--- config.mk ---
export PLATFORM = sky130hd
export DESIGN_NAME = clk_reset_sequencer_flat
export DESIGN_NICKNAME = d
export VERILOG_FILES = /design/src/rtl/clk_reset_sequencer_if.sv /design/src/rtl/clk_reset_sequencer.sv /design/src/flat_wrapper.sv
export SDC_FILE = /design/constraint.sdc
export NUM_CORES = 1
export LEC_CHECK = 0
export ABC_CLOCK_PERIOD_IN_PS = 3200
export CORE_ASPECT_RATIO = 1.4
export CORE_MARGIN = 2
export CORE_UTILIZATION = 60
export CTS_CLUSTER_DIAMETER = 30
export DETAILED_ROUTE_END_ITERATION = 10
export GPL_TIMING_DRIVEN = 1
export HOLD_SLACK_MARGIN = 0.15
export PLACE_DENSITY = 0.8
export SLEW_MARGIN = 0
export SYNTH_ARGS = -nofsm -noshare
export SYNTH_HDL_FRONTEND = slang
export SYNTH_SLANG_ARGS = --single-unit
--- constraint.sdc ---
create_clock -name drp_and_sys_clk -period 3.2 [get_ports drp_and_sys_clk]
set_input_delay 0.96 -clock drp_and_sys_clk [delete_from_list [all_inputs] [get_ports drp_and_sys_clk]]
set_output_delay 0.96 -clock drp_and_sys_clk [all_outputs]
set_load 0.01 [all_outputs]
--- src/rtl/clk_reset_sequencer_if.sv ---
// rtl/clk_reset_sequencer_if.sv - refclk source select request channel (valid/ready)
interface clk_reset_sequencer_if;
    logic       clk_sel_valid;
    logic [1:0] clk_sel;
    logic       clk_sel_ready;

    modport master (
        output clk_sel_valid,
        output clk_sel,
        input  clk_sel_ready
    );

    modport slave (
        input  clk_sel_valid,
        input  clk_sel,
        output clk_sel_ready
    );
endinterface

--- src/rtl/clk_reset_sequencer.sv ---
// rtl/clk_reset_sequencer.sv - DCM/GT bring-up, retry/fault and refclk reselect sequencer
module clk_reset_sequencer #(
    parameter int         LOCK_STABLE_CYCLES = 1024,
    parameter int         GT_RESET_CYCLES    = 16,
    parameter int         GT_LOCK_TIMEOUT    = 65535,
    parameter int         MAX_RETRIES        = 3,
    parameter logic [1:0] CLK_SET_DEFAULT    = 2'b00
) (
    input  logic                  drp_and_sys_clk,
    input  logic                  g_reset,
    input  logic                  dcm_locked,
    input  logic                  gt_pll_locked,
    clk_reset_sequencer_if.slave  sel_if,
    output logic                  sfp_mgt_clk_set0,
    output logic                  sfp_mgt_clk_set1,
    output logic                  gt_reset,
    output logic                  tx_reset,
    output logic                  link_ready,
    output logic                  seq_error,
    output logic [2:0]            seq_state
);
    typedef enum logic [2:0] {
        WAIT_DCM   = 3'd0,
        DCM_STABLE = 3'd1,
        GT_RST     = 3'd2,
        WAIT_GT    = 3'd3,
        RUN        = 3'd4,
        RECONFIG   = 3'd5,
        FAULT      = 3'd6
    } state_t;

    localparam logic [16:0] STABLE_LAST  = 17'(LOCK_STABLE_CYCLES - 1);
    localparam logic [16:0] GT_RST_LAST  = 17'(GT_RESET_CYCLES - 1);
    localparam logic [16:0] TIMEOUT_LAST = 17'(GT_LOCK_TIMEOUT - 1);
    localparam logic [16:0] RETRY_LIMIT  = 17'(MAX_RETRIES);

    state_t      state, state_d;
    logic [16:0] cnt, cnt_d, retry_cnt, retry_d;
    logic [1:0]  sel_cur, sel_cur_d, sel_req, sel_req_d;
    logic        sel_pend, sel_pend_d;
    logic        dcm_m, dcm_s, gt_m, gt_s;
    logic        accept, ready_q;
    logic        gt_reset_d, tx_reset_d, link_ready_d, seq_error_d, ready_d;

    function automatic logic [16:0] sat_inc(input logic [16:0] v);
        return (v == 17'h1ffff) ? v : v + 17'd1;
    endfunction

    always_ff @(posedge drp_and_sys_clk) begin
        if (g_reset) begin
            dcm_m <= 1'b0;
            dcm_s <= 1'b0;
        end else begin
            dcm_m <= dcm_locked;
            dcm_s <= dcm_m;
        end
    end

    // A lock seen while the GT is held in reset is stale, so qualify only after release.
    always_ff @(posedge drp_and_sys_clk) begin
        if (g_reset || gt_reset) begin
            gt_m <= 1'b0;
            gt_s <= 1'b0;
        end else begin
            gt_m <= gt_pll_locked;
            gt_s <= gt_m;
        end
    end

    always_ff @(posedge drp_and_sys_clk) begin
        if (g_reset) begin
            state      <= WAIT_DCM;
            cnt        <= '0;
            retry_cnt  <= '0;
            sel_cur    <= CLK_SET_DEFAULT;
            sel_req    <= CLK_SET_DEFAULT;
            sel_pend   <= 1'b0;
            gt_reset   <= 1'b1;
            tx_reset   <= 1'b1;
            link_ready <= 1'b0;
            seq_error  <= 1'b0;
            ready_q    <= 1'b0;
        end else begin
            state      <= state_d;
            cnt        <= cnt_d;
            retry_cnt  <= retry_d;
            sel_cur    <= sel_cur_d;
            sel_req    <= sel_req_d;
            sel_pend   <= sel_pend_d;
            gt_reset   <= gt_reset_d;
            tx_reset   <= tx_reset_d;
            link_ready <= link_ready_d;
            seq_error  <= seq_error_d;
            ready_q    <= ready_d;
        end
    end

    always_comb begin
        state_d    = state;
        cnt_d      = cnt;
        retry_d    = retry_cnt;
        sel_cur_d  = sel_cur;
        sel_req_d  = sel_req;
        sel_pend_d = sel_pend;
        accept     = sel_if.clk_sel_valid && ready_q;
        // An accepted change stays pending if a DCM loss pre-empts the reconfigure.
        if (accept) begin
            sel_req_d  = sel_if.clk_sel;
            sel_pend_d = (sel_if.clk_sel != sel_cur);
        end
        case (state)
            WAIT_DCM: begin
                cnt_d = '0;
                if (dcm_s) state_d = DCM_STABLE;
            end
            FAULT: cnt_d = '0;
            default: begin
                if (!dcm_s) begin
                    state_d = WAIT_DCM;
                    cnt_d   = '0;
                end else begin
                    case (state)
                        DCM_STABLE: begin
                            if (cnt == STABLE_LAST) begin
                                state_d = GT_RST;
                                cnt_d   = '0;
                            end else cnt_d = sat_inc(cnt);
                        end
                        GT_RST: begin
                            if (cnt == GT_RST_LAST) begin
                                state_d = WAIT_GT;
                                cnt_d   = '0;
                            end else cnt_d = sat_inc(cnt);
                        end
                        WAIT_GT: begin
                            if (gt_s) begin
                                state_d = RUN;
                                cnt_d   = '0;
                                retry_d = '0;
                            end else if (cnt >= TIMEOUT_LAST) begin
                                cnt_d   = '0;
                                retry_d = sat_inc(retry_cnt);
                                state_d = (retry_d >= RETRY_LIMIT) ? FAULT : GT_RST;
                            end else cnt_d = sat_inc(cnt);
                        end
                        RUN: begin
                            if (!gt_s) begin
                                state_d = GT_RST;
                                cnt_d   = '0;
                                retry_d = sat_inc(retry_cnt);
                            end else if (sel_pend_d) begin
                                state_d = RECONFIG;
                            end
                        end
                        RECONFIG: begin
                            state_d = GT_RST;
                            cnt_d   = '0;
                        end
                        default: ;
                    endcase
                end
            end
        endcase
        if (state_d == RECONFIG && state != RECONFIG) begin
            sel_cur_d  = sel_req_d;
            sel_pend_d = 1'b0;
        end
    end

    always_comb begin
        gt_reset_d   = 1'b1;
        tx_reset_d   = 1'b1;
        link_ready_d = 1'b0;
        seq_error_d  = 1'b0;
        ready_d      = 1'b0;
        case (state_d)
            WAIT_GT: gt_reset_d = 1'b0;
            RUN: begin
                gt_reset_d   = 1'b0;
                tx_reset_d   = 1'b0;
                link_ready_d = 1'b1;
                ready_d      = 1'b1;
            end
            FAULT:   seq_error_d = 1'b1;
            default: ;
        endcase
    end

    assign sel_if.clk_sel_ready                 = ready_q;
    assign {sfp_mgt_clk_set1, sfp_mgt_clk_set0} = sel_cur;
    assign seq_state                            = state;
endmodule

--- src/flat_wrapper.sv ---
// flat-port wrapper written by rule: the top's interface ports become plain ports
module clk_reset_sequencer_flat 
#(
    parameter int         LOCK_STABLE_CYCLES = 1024,
    parameter int         GT_RESET_CYCLES    = 16,
    parameter int         GT_LOCK_TIMEOUT    = 65535,
    parameter int         MAX_RETRIES        = 3,
    parameter logic [1:0] CLK_SET_DEFAULT    = 2'b00
)
  (drp_and_sys_clk, g_reset, dcm_locked, gt_pll_locked, sfp_mgt_clk_set0, sfp_mgt_clk_set1, gt_reset, tx_reset, link_ready, seq_error, seq_state, sel_if_clk_sel_valid, sel_if_clk_sel, sel_if_clk_sel_ready);
  clk_reset_sequencer_if sel_if_i ();
  input  logic drp_and_sys_clk;
  input  logic g_reset;
  input  logic dcm_locked;
  input  logic gt_pll_locked;
  output logic sfp_mgt_clk_set0;
  output logic sfp_mgt_clk_set1;
  output logic gt_reset;
  output logic tx_reset;
  output logic link_ready;
  output logic seq_error;
  output logic [2:0] seq_state;
  input wire logic [$bits(sel_if_i.clk_sel_valid)-1:0] sel_if_clk_sel_valid;
  input wire logic [$bits(sel_if_i.clk_sel)-1:0] sel_if_clk_sel;
  output wire logic [$bits(sel_if_i.clk_sel_ready)-1:0] sel_if_clk_sel_ready;
  assign sel_if_i.clk_sel_valid = sel_if_clk_sel_valid;
  assign sel_if_i.clk_sel = sel_if_clk_sel;
  assign sel_if_clk_sel_ready = sel_if_i.clk_sel_ready;
  clk_reset_sequencer #(.LOCK_STABLE_CYCLES(LOCK_STABLE_CYCLES), .GT_RESET_CYCLES(GT_RESET_CYCLES), .GT_LOCK_TIMEOUT(GT_LOCK_TIMEOUT), .MAX_RETRIES(MAX_RETRIES), .CLK_SET_DEFAULT(CLK_SET_DEFAULT)) u_core (.drp_and_sys_clk(drp_and_sys_clk), .g_reset(g_reset), .dcm_locked(dcm_locked), .gt_pll_locked(gt_pll_locked), .sel_if(sel_if_i), .sfp_mgt_clk_set0(sfp_mgt_clk_set0), .sfp_mgt_clk_set1(sfp_mgt_clk_set1), .gt_reset(gt_reset), .tx_reset(tx_reset), .link_ready(link_ready), .seq_error(seq_error), .seq_state(seq_state));
endmodule
==> impl_metrics.csv, run 1 <==
group,metric,value,unit
outcome,status,"completed",
pwr,p_leak,1.05,nW
drt,drt_wl_total,7050,µm
critical_path,crit_path_start_kind,"input port",
global_routing,grt.total_usage,27.5,%
clock_tree,insertion_delay,300,ps
cells_and_area,layout_common_cells,"dfxtp_1 (50), nor2_1 (42), nand2_1 (31), a21oi_1 (26), nand3_1 (25)",
cells_and_area,fin_util,67.0,%
clock_tree,cts_sinks,50,
synthesis,syn_inst,377,
placed_design,globalplace.congestion,0.876,
pwr,ir_drop,0.285,mV
sta,setup_viol,0,
cells_and_area,layout-drive-gt1-share,7.85,%
drt,dr.pass1.iters,6,
sta,drv_slew,0,
floorplan,dieArea,0.00549,mm²
critical_path,arrival,2890,ps
drt,num_vias,2799,
cells_and_area,area_growth,9.26,%
clock_tree,clockRootBuffer,"clkbuf_8",
synthesis,ys.flop_type,"dfxtp_1",
critical_path,crit-reg2reg-launch,"u_core.retry_cnt[0]$_SDFFE_PP0P_",
clock_tree,ctsHoldBuffers,0,
synthesis,netlist_area,0.00295,mm²
synthesis,ys_types,60,
sta,hold_ws,441,ps
drt,avgViaCountPerCell,6.28,
sta,setup_slack,499,ps
sta,finalHoldViolCount,0,
sta,fin_worst_skew,10.6,ps
floorplan,initial_core_util,61.3,%
drt,drt_iter0_markers,233,
flow_run,drv_cap,0,
sta,fmax,0.370,GHz
sta,maxSlewHeadroom,62.4,%
global_routing,antenna_found_initial,0,
synthesis,synth.yosys.seq_area_share,34.0,%
critical_path,slowest_stage,"clkdlybuf4s50_1",
clock_tree,clock_path_buffers,2,
sta,tns,0,ps
cells_and_area,stdcell_area,0.00322,mm²
drt,antenna_left,0,
sta,finalCritPeriodShare,84.4,%
cells_and_area,n_antenna_cell,0,
synthesis,async_flop_share,0,%
cells_and_area,final_nets,393,
sta,min_period,2700,ps
placed_design,placed_cell_area,0.00314,mm²
placed_design,post-place-ws,183,ps
clock_tree,post_cts_buffers,0,
global_routing,overflow,0,
clock_tree,cts_max_level,2,
clock_tree,numCtsBuffers,5,
floorplan,die_w,63.2,µm
sta,rsz0062_at_grt,"false",
sta,tightest_slew,559,ps
critical_path,max_stage_delay,500,ps
cells_and_area,layout_commonest_cell,"dfxtp_1",
floorplan,pin_count,17,
placed_design,hpwlAfterDp,5180,µm
critical_path,required,3390,ps
global_routing,grt_pass1_vias,2644,
critical_path,critPathMaxFanout,3,
clock_tree,cts_tree,"yes",
critical_path,reg2reg_slack,520,ps
floorplan,core,0.00480,mm²
critical_path,path_class,"input port to flop",
clock_tree,cts-resized-gates,0,
synthesis,synth_seq_cells,50,
global_routing,grt_max_degree,35,
placed_design,io_buffers,16,
synthesis,syn_avg_cell_area,7.81,µm²
critical_path,crit_path_start,"sel_if_clk_sel[1]",
floorplan,placementRows,30,
global_routing,grt_pass1_wl,12100,µm
floorplan,die_h,86.9,µm
pwr,p_per_area,314,mW/mm²
synthesis,yosysWarnings,0,
critical_path,end_kind,"flop",
synthesis,syn-num-nets,387,
critical_path,path_cells,"clkdlybuf4s50_1 > xor2_1 > or3_1 > nand4_1 > a22oi_1 > nand4b_1 > nor3_1 > mux2_2",
drt,route.detailed.drc,0,
synthesis,synth_edf_count,0,
hold_path,hold_class,"flop to flop",
hold_path,hold_start,"u_core.dcm_m$_SDFF_PP0_",
clock_tree,clk_pin_slew,80,ps
drt,wl_per_cell,15.8,µm
cells in the mapped netlist (3+ instances only):
| cell type | number | area (µm²) |
|---|---|---|
| nor4_2 | 3 | 37.5 |
| o21ai_0 | 13 | 65.1 |
| inv_1 | 11 | 41.3 |
| ha_1 | 3 | 37.5 |
| buf_2 | 6 | 30.0 |
| xor2_1 | 16 | 140 |
| nand3_1 | 25 | 125 |
| xnor2_1 | 5 | 43.8 |
| nor4_1 | 4 | 25.0 |
| clkbuf_1 | 15 | 56.3 |
| o31ai_1 | 3 | 22.5 |
| nand2b_1 | 3 | 18.8 |
| and3_1 | 10 | 62.6 |
| and4_1 | 4 | 35.0 |
| a22oi_1 | 3 | 22.5 |
| nand4_1 | 11 | 68.8 |
| a21oi_1 | 26 | 130 |
| nand3b_1 | 4 | 30.0 |
| a211oi_1 | 4 | 30.0 |
| nor2_1 | 42 | 158 |
| dfxtp_1 | 50 | 1000 |
| nor3_1 | 22 | 110 |
| nand2_1 | 31 | 116 |
| nor3b_1 | 5 | 37.5 |
| a31oi_1 | 6 | 37.5 |
| a311oi_1 | 3 | 26.3 |
| nor2b_1 | 6 | 37.5 |
area by class of cell:
class                   instances  area [µm²]
clock buffers                   6        82.6
fillers                       455        1590
inverters                      11        41.3
multi-input cells             291        1790
flip-flops and latches         50        1000
well taps                      64        80.1
repair buffers                 24         220
path summary, 6_finish.rpt:
path | cells after the start | to
max reg2reg | 8 | u_core.gt_reset$_SDFF_PP1_
max | 8 | u_core.sel_cur[0]$_SDFFE_PP0P_
min reg2reg | 1 | u_core.dcm_s$_SDFF_PP0_
min | 1 | u_core.dcm_s$_SDFF_PP0_
metal layers:
| metal | wire (µm) | share of wire [%] | track usage [%] |
|---|---|---|---|
| met4 | 284 | 4.0 | 13.8 |
| met1 | 2680 | 38 | 27.6 |
| met5 | 0 | 0 | 0 |
| met3 | 225 | 3.2 | 5.43 |
| met2 | 3850 | 55 | 53.4 |
logic make-up after synthesis:
family / after synthesis / share of synthesized area (%)
fa+ha+maj: 3 / 1.27
xor+xnor: 21 / 6.24
compound gates: 77 / 17.6
buf+inv: 36 / 5.14
simple gates: 186 / 34.3
flops: 50 / 34.0
mux: 4 / 1.44
sequential cells by signal (all words and copies together) (netlist names), 2 cells and up:
register and count:
u_core.sel_cur 2, u_core.cnt 17, u_core.seq_state 3, u_core.sel_req 2
u_core.retry_cnt 17
report_power, final:
group          total [mW]  switching, mW  internal (mW)
combinational      0.0281         0.0150         0.0131
clock               0.357          0.190          0.167
sequential          0.626        0.00255          0.623
critical path, delay by kind of cell:
family	cells	cell delay [ps]
muxes	1	380
xor gates and xnor gates	1	140
AOI/OAI and AO/OA	1	210
buffers and inverters	1	500
and+or+nand+nor	4	690
stage by stage:
step	power (mW)	cells
after floorplan	0.653	377
after global placement	0.668	440
after detailed placement	0.668	440
after CTS	1.02	446
after global routing	1.05	446
final	1.01	446
Power figures use the tool's default switching activity.
==> run 2: changes to the inputs <==
--- a/config.mk
+++ b/config.mk
@@ -5,15 +5,15 @@
 export SDC_FILE = /design/constraint.sdc
 export NUM_CORES = 1
 export LEC_CHECK = 0
-export ABC_CLOCK_PERIOD_IN_PS = 3200
+export ABC_CLOCK_PERIOD_IN_PS = 2300
 export CORE_ASPECT_RATIO = 1.4
 export CORE_MARGIN = 2
-export CORE_UTILIZATION = 60
+export CORE_UTILIZATION = 54
 export CTS_CLUSTER_DIAMETER = 30
 export DETAILED_ROUTE_END_ITERATION = 10
 export GPL_TIMING_DRIVEN = 1
 export HOLD_SLACK_MARGIN = 0.15
-export PLACE_DENSITY = 0.8
+export PLACE_DENSITY = 0.76
 export SLEW_MARGIN = 0
 export SYNTH_ARGS = -nofsm -noshare
 export SYNTH_HDL_FRONTEND = slang
==> constraint.sdc (replaced) <==
create_clock -name drp_and_sys_clk -period 2.3 [get_ports drp_and_sys_clk]
set_input_delay 0.69 -clock drp_and_sys_clk [delete_from_list [all_inputs] [get_ports drp_and_sys_clk]]
set_output_delay 0.69 -clock drp_and_sys_clk [all_outputs]
set_load 0.01 [all_outputs]
==> run 2 against run 1 <==
  * Via count increased by 10%
  * Critical path depth is the same
  * Die area increased by 10%
  * Routed wire length up 16%
  * Combinational power increased by 61%
  * Critical path type is now flop to flop
  * Sequential share of layout area down 4.5 points
  * Worst hold slack lost 0.85 ps
==> impl_metrics.csv, run 2 (synthesis gave the netlist of run 1 again) <==
group,metric,value,unit
cells_and_area,stdcell_area,0.00381,mm²
cells_and_area,final_nets,444,
critical_path,rr_endpoint,"u_core.gt_reset$_SDFF_PP1_",
drt,top_layer_used,"met4",
cells_and_area,fin_util,72.8,%
global_routing,grt_pass1_wl,12900,µm
pwr,power.share.clock,36.8,%
critical_path,critPathMaxFanout,5,
critical_path,path_class,"flop to flop",
cells_and_area,n_antenna_cell,0,
cells_and_area,finalNonFillerCells,501,
pwr,seq_power_share,60.1,%
floorplan,placementRows,31,
clock_tree,cts_max_level,2,
drt,dr.pass1.iters,4,
global_routing,antenna_found_initial,0,
pwr,p_switching,0.317,mW
cells_and_area,layout_commonest_cell,"buf_4",
critical_path,arrival,2490,ps
drt,drt_iter0_markers,261,
hold_path,hold_start,"u_core.dcm_m$_SDFF_PP0_",
drt,num_vias,3078,
drt,route.detailed.drc,0,
sta,setup_viol,0,
global_routing,overflow,0,
clock_tree,clk_pin_slew,90,ps
critical_path,crit-reg2reg-launch,"u_core.retry_cnt[3]$_SDFFE_PP0P_",
placed_design,hpwlAfterDp,5830,µm
global_routing,grt.total_usage,26.9,%
placed_design,placed_cell_area,0.00349,mm²
sta,finalHoldViolCount,0,
flow_run,drv_cap,0,
critical_path,end_kind,"flop",
sta,maxSlewHeadroom,65.3,%
cells_and_area,fillCellCount,395,
drt,wl_met3,319,µm
clock_tree,numCtsBuffers,5,
placed_design,io_buffers,16,
global_routing,grt_pass1_vias,2981,
clock_tree,cts_tree,"yes",
floorplan,die_h,91.4,µm
hold_path,holdPathStages,1,
pwr,ir_drop,0.410,mV
critical_path,path_cells,"nand3_2 > nor4_4 > and3_1 > o22ai_1 > nor4_2 > buf_4 > a41o_4 > mux2i_1",
outcome,status,"completed",
sta,fin_worst_skew,9.14,ps
pwr,p_int,1.13,mW
critical_path,r2r_cells,8,
drt,drt_wl_total,8200,µm
pwr,p_per_area,379,mW/mm²
critical_path,slowest_stage,"dfxtp_1",
pwr,comb_power_share,3.1,%
critical_path,reg2reg_slack,50,ps
drt,wl_met1,3100,µm
placed_design,post-place-ws,-476,ps
sta,min_period,2250,ps
sta,rsz0062_at_grt,"true",
floorplan,dieArea,0.00607,mm²
sta,setup_slack,52.1,ps
critical_path,critPathBufInv,1,
drt,antenna_left,0,
cells_and_area,area_growth,29.5,%
pwr,finalPower,1.44,mW
drt,wl_per_cell,16.4,µm
sta,finalCritPeriodShare,97.7,%
pwr,sw_frac_of_total,22.0,%
clock_tree,cts_sinks,50,
floorplan,die_w,66.4,µm
sta,tightest_slew,520,ps
clock_tree,insertion_delay,310,ps
sta,drv_slew,0,
sta,tns,0,ps
cells_and_area,layout-drive-gt1-share,25.7,%
hold_path,hold_class,"flop to flop",
global_routing,grt_max_degree,19,
critical_path,crit_path_start_kind,"flop",
clock_tree,clockRootBuffer,"clkbuf_8",
critical_path,required,2550,ps
drt,dr_wl_met2,4350,µm
clock_tree,ctsHoldBuffers,0,
placed_design,dp_cells,489,
placed_design,globalplace.congestion,0.909,
clock_tree,clock_path_buffers,2,
drt,avgViaCountPerCell,6.14,
floorplan,core,0.00524,mm²
critical_path,max_stage_delay,430,ps
critical_path,crit_family,"simple AND/OR/NAND/NOR gates",
sta,fmax,0.445,GHz
sta,hold_ws,440,ps
floorplan,pin_count,17,
pwr,p_leak,1.39,nW
hold_path,worstHoldEndpoint,"u_core.dcm_s$_SDFF_PP0_",
floorplan,initial_core_util,56.2,%
cells_and_area,layout_common_cells,"buf_4 (57), dfxtp_1 (42), nor2_1 (41), nand2_1 (30), a21oi_1 (25)",
==> run 2: area by class of cell <==
cell class | instances | area (µm²) | share of cell area (%)
multi-input combinational | 291 | 1970 | 51.8
sequential | 50 | 1010 | 26.6
tap | 66 | 82.6 | 2.17
timing repair buffer | 75 | 607 | 15.9
clock inverter | 2 | 12.5 | 0.328
inverter | 11 | 41.3 | 1.08
clock buffer | 6 | 82.6 | 2.17
==> run 2: what timing repair did <==
item / CTS / global route
setup buffers: 3 / 1
setup endpoints to repair: 7 / 33
pin swaps: 4 / 11
resized for setup: 11 / 35
hold endpoints to repair: 0 / 0
==> run 2: worst reg2reg max path, cell delays in order, from the launching register on <==
cell	delay (ps)
dfxtp_1	430
nand3_2	180
nor4_4	340
and3_1	200
o22ai_1	100
nor4_2	380
buf_4	170
a41o_4	210
mux2i_1	170
==> run 2: power groups by stage <==
stage | combinational (mW) | clock, mW | sequential, mW
after floorplan | 0.0208 | 0 | 0.888
after global placement | 0.0437 | 0 | 0.890
after detailed placement | 0.0448 | 0 | 0.890
after CTS | 0.0435 | 0.539 | 0.869
after global routing | 0.0478 | 0.581 | 0.869
final | 0.0452 | 0.531 | 0.868
==> run 2: how the worst max path moves through the flow <==
stage                                                start                             end  slack (ps)  depth (start not counted)
after floorplan                 u_core.cnt[1]$_SDFFE_PP0P_     u_core.cnt[10]$_SDFFE_PP0P_          30                          9
after global placement                   sel_if_clk_sel[0]  u_core.sel_cur[1]$_SDFFE_PP0P_        -360                          8
after detailed placement                 sel_if_clk_sel[0]  u_core.sel_cur[1]$_SDFFE_PP0P_        -480                          8
after CTS                 u_core.retry_cnt[1]$_SDFFE_PP0P_      u_core.tx_reset$_SDFF_PP1_           3                         10
after global routing      u_core.retry_cnt[9]$_SDFFE_PP0P_      u_core.gt_reset$_SDFF_PP1_        -100                          9
final                     u_core.retry_cnt[3]$_SDFFE_PP0P_      u_core.gt_reset$_SDFF_PP1_          50                          8
==> run 2: per-layer routing <==
| metal | vias up | track usage [%] |
|---|---|---|
| met5 | - | 0 |
| met4 | 0 | 14.6 |
| met3 | 40 | 5.20 |
| met2 | 92 | 50.8 |
| met1 | 1468 | 25.9 |
| li1 | 1478 | - |
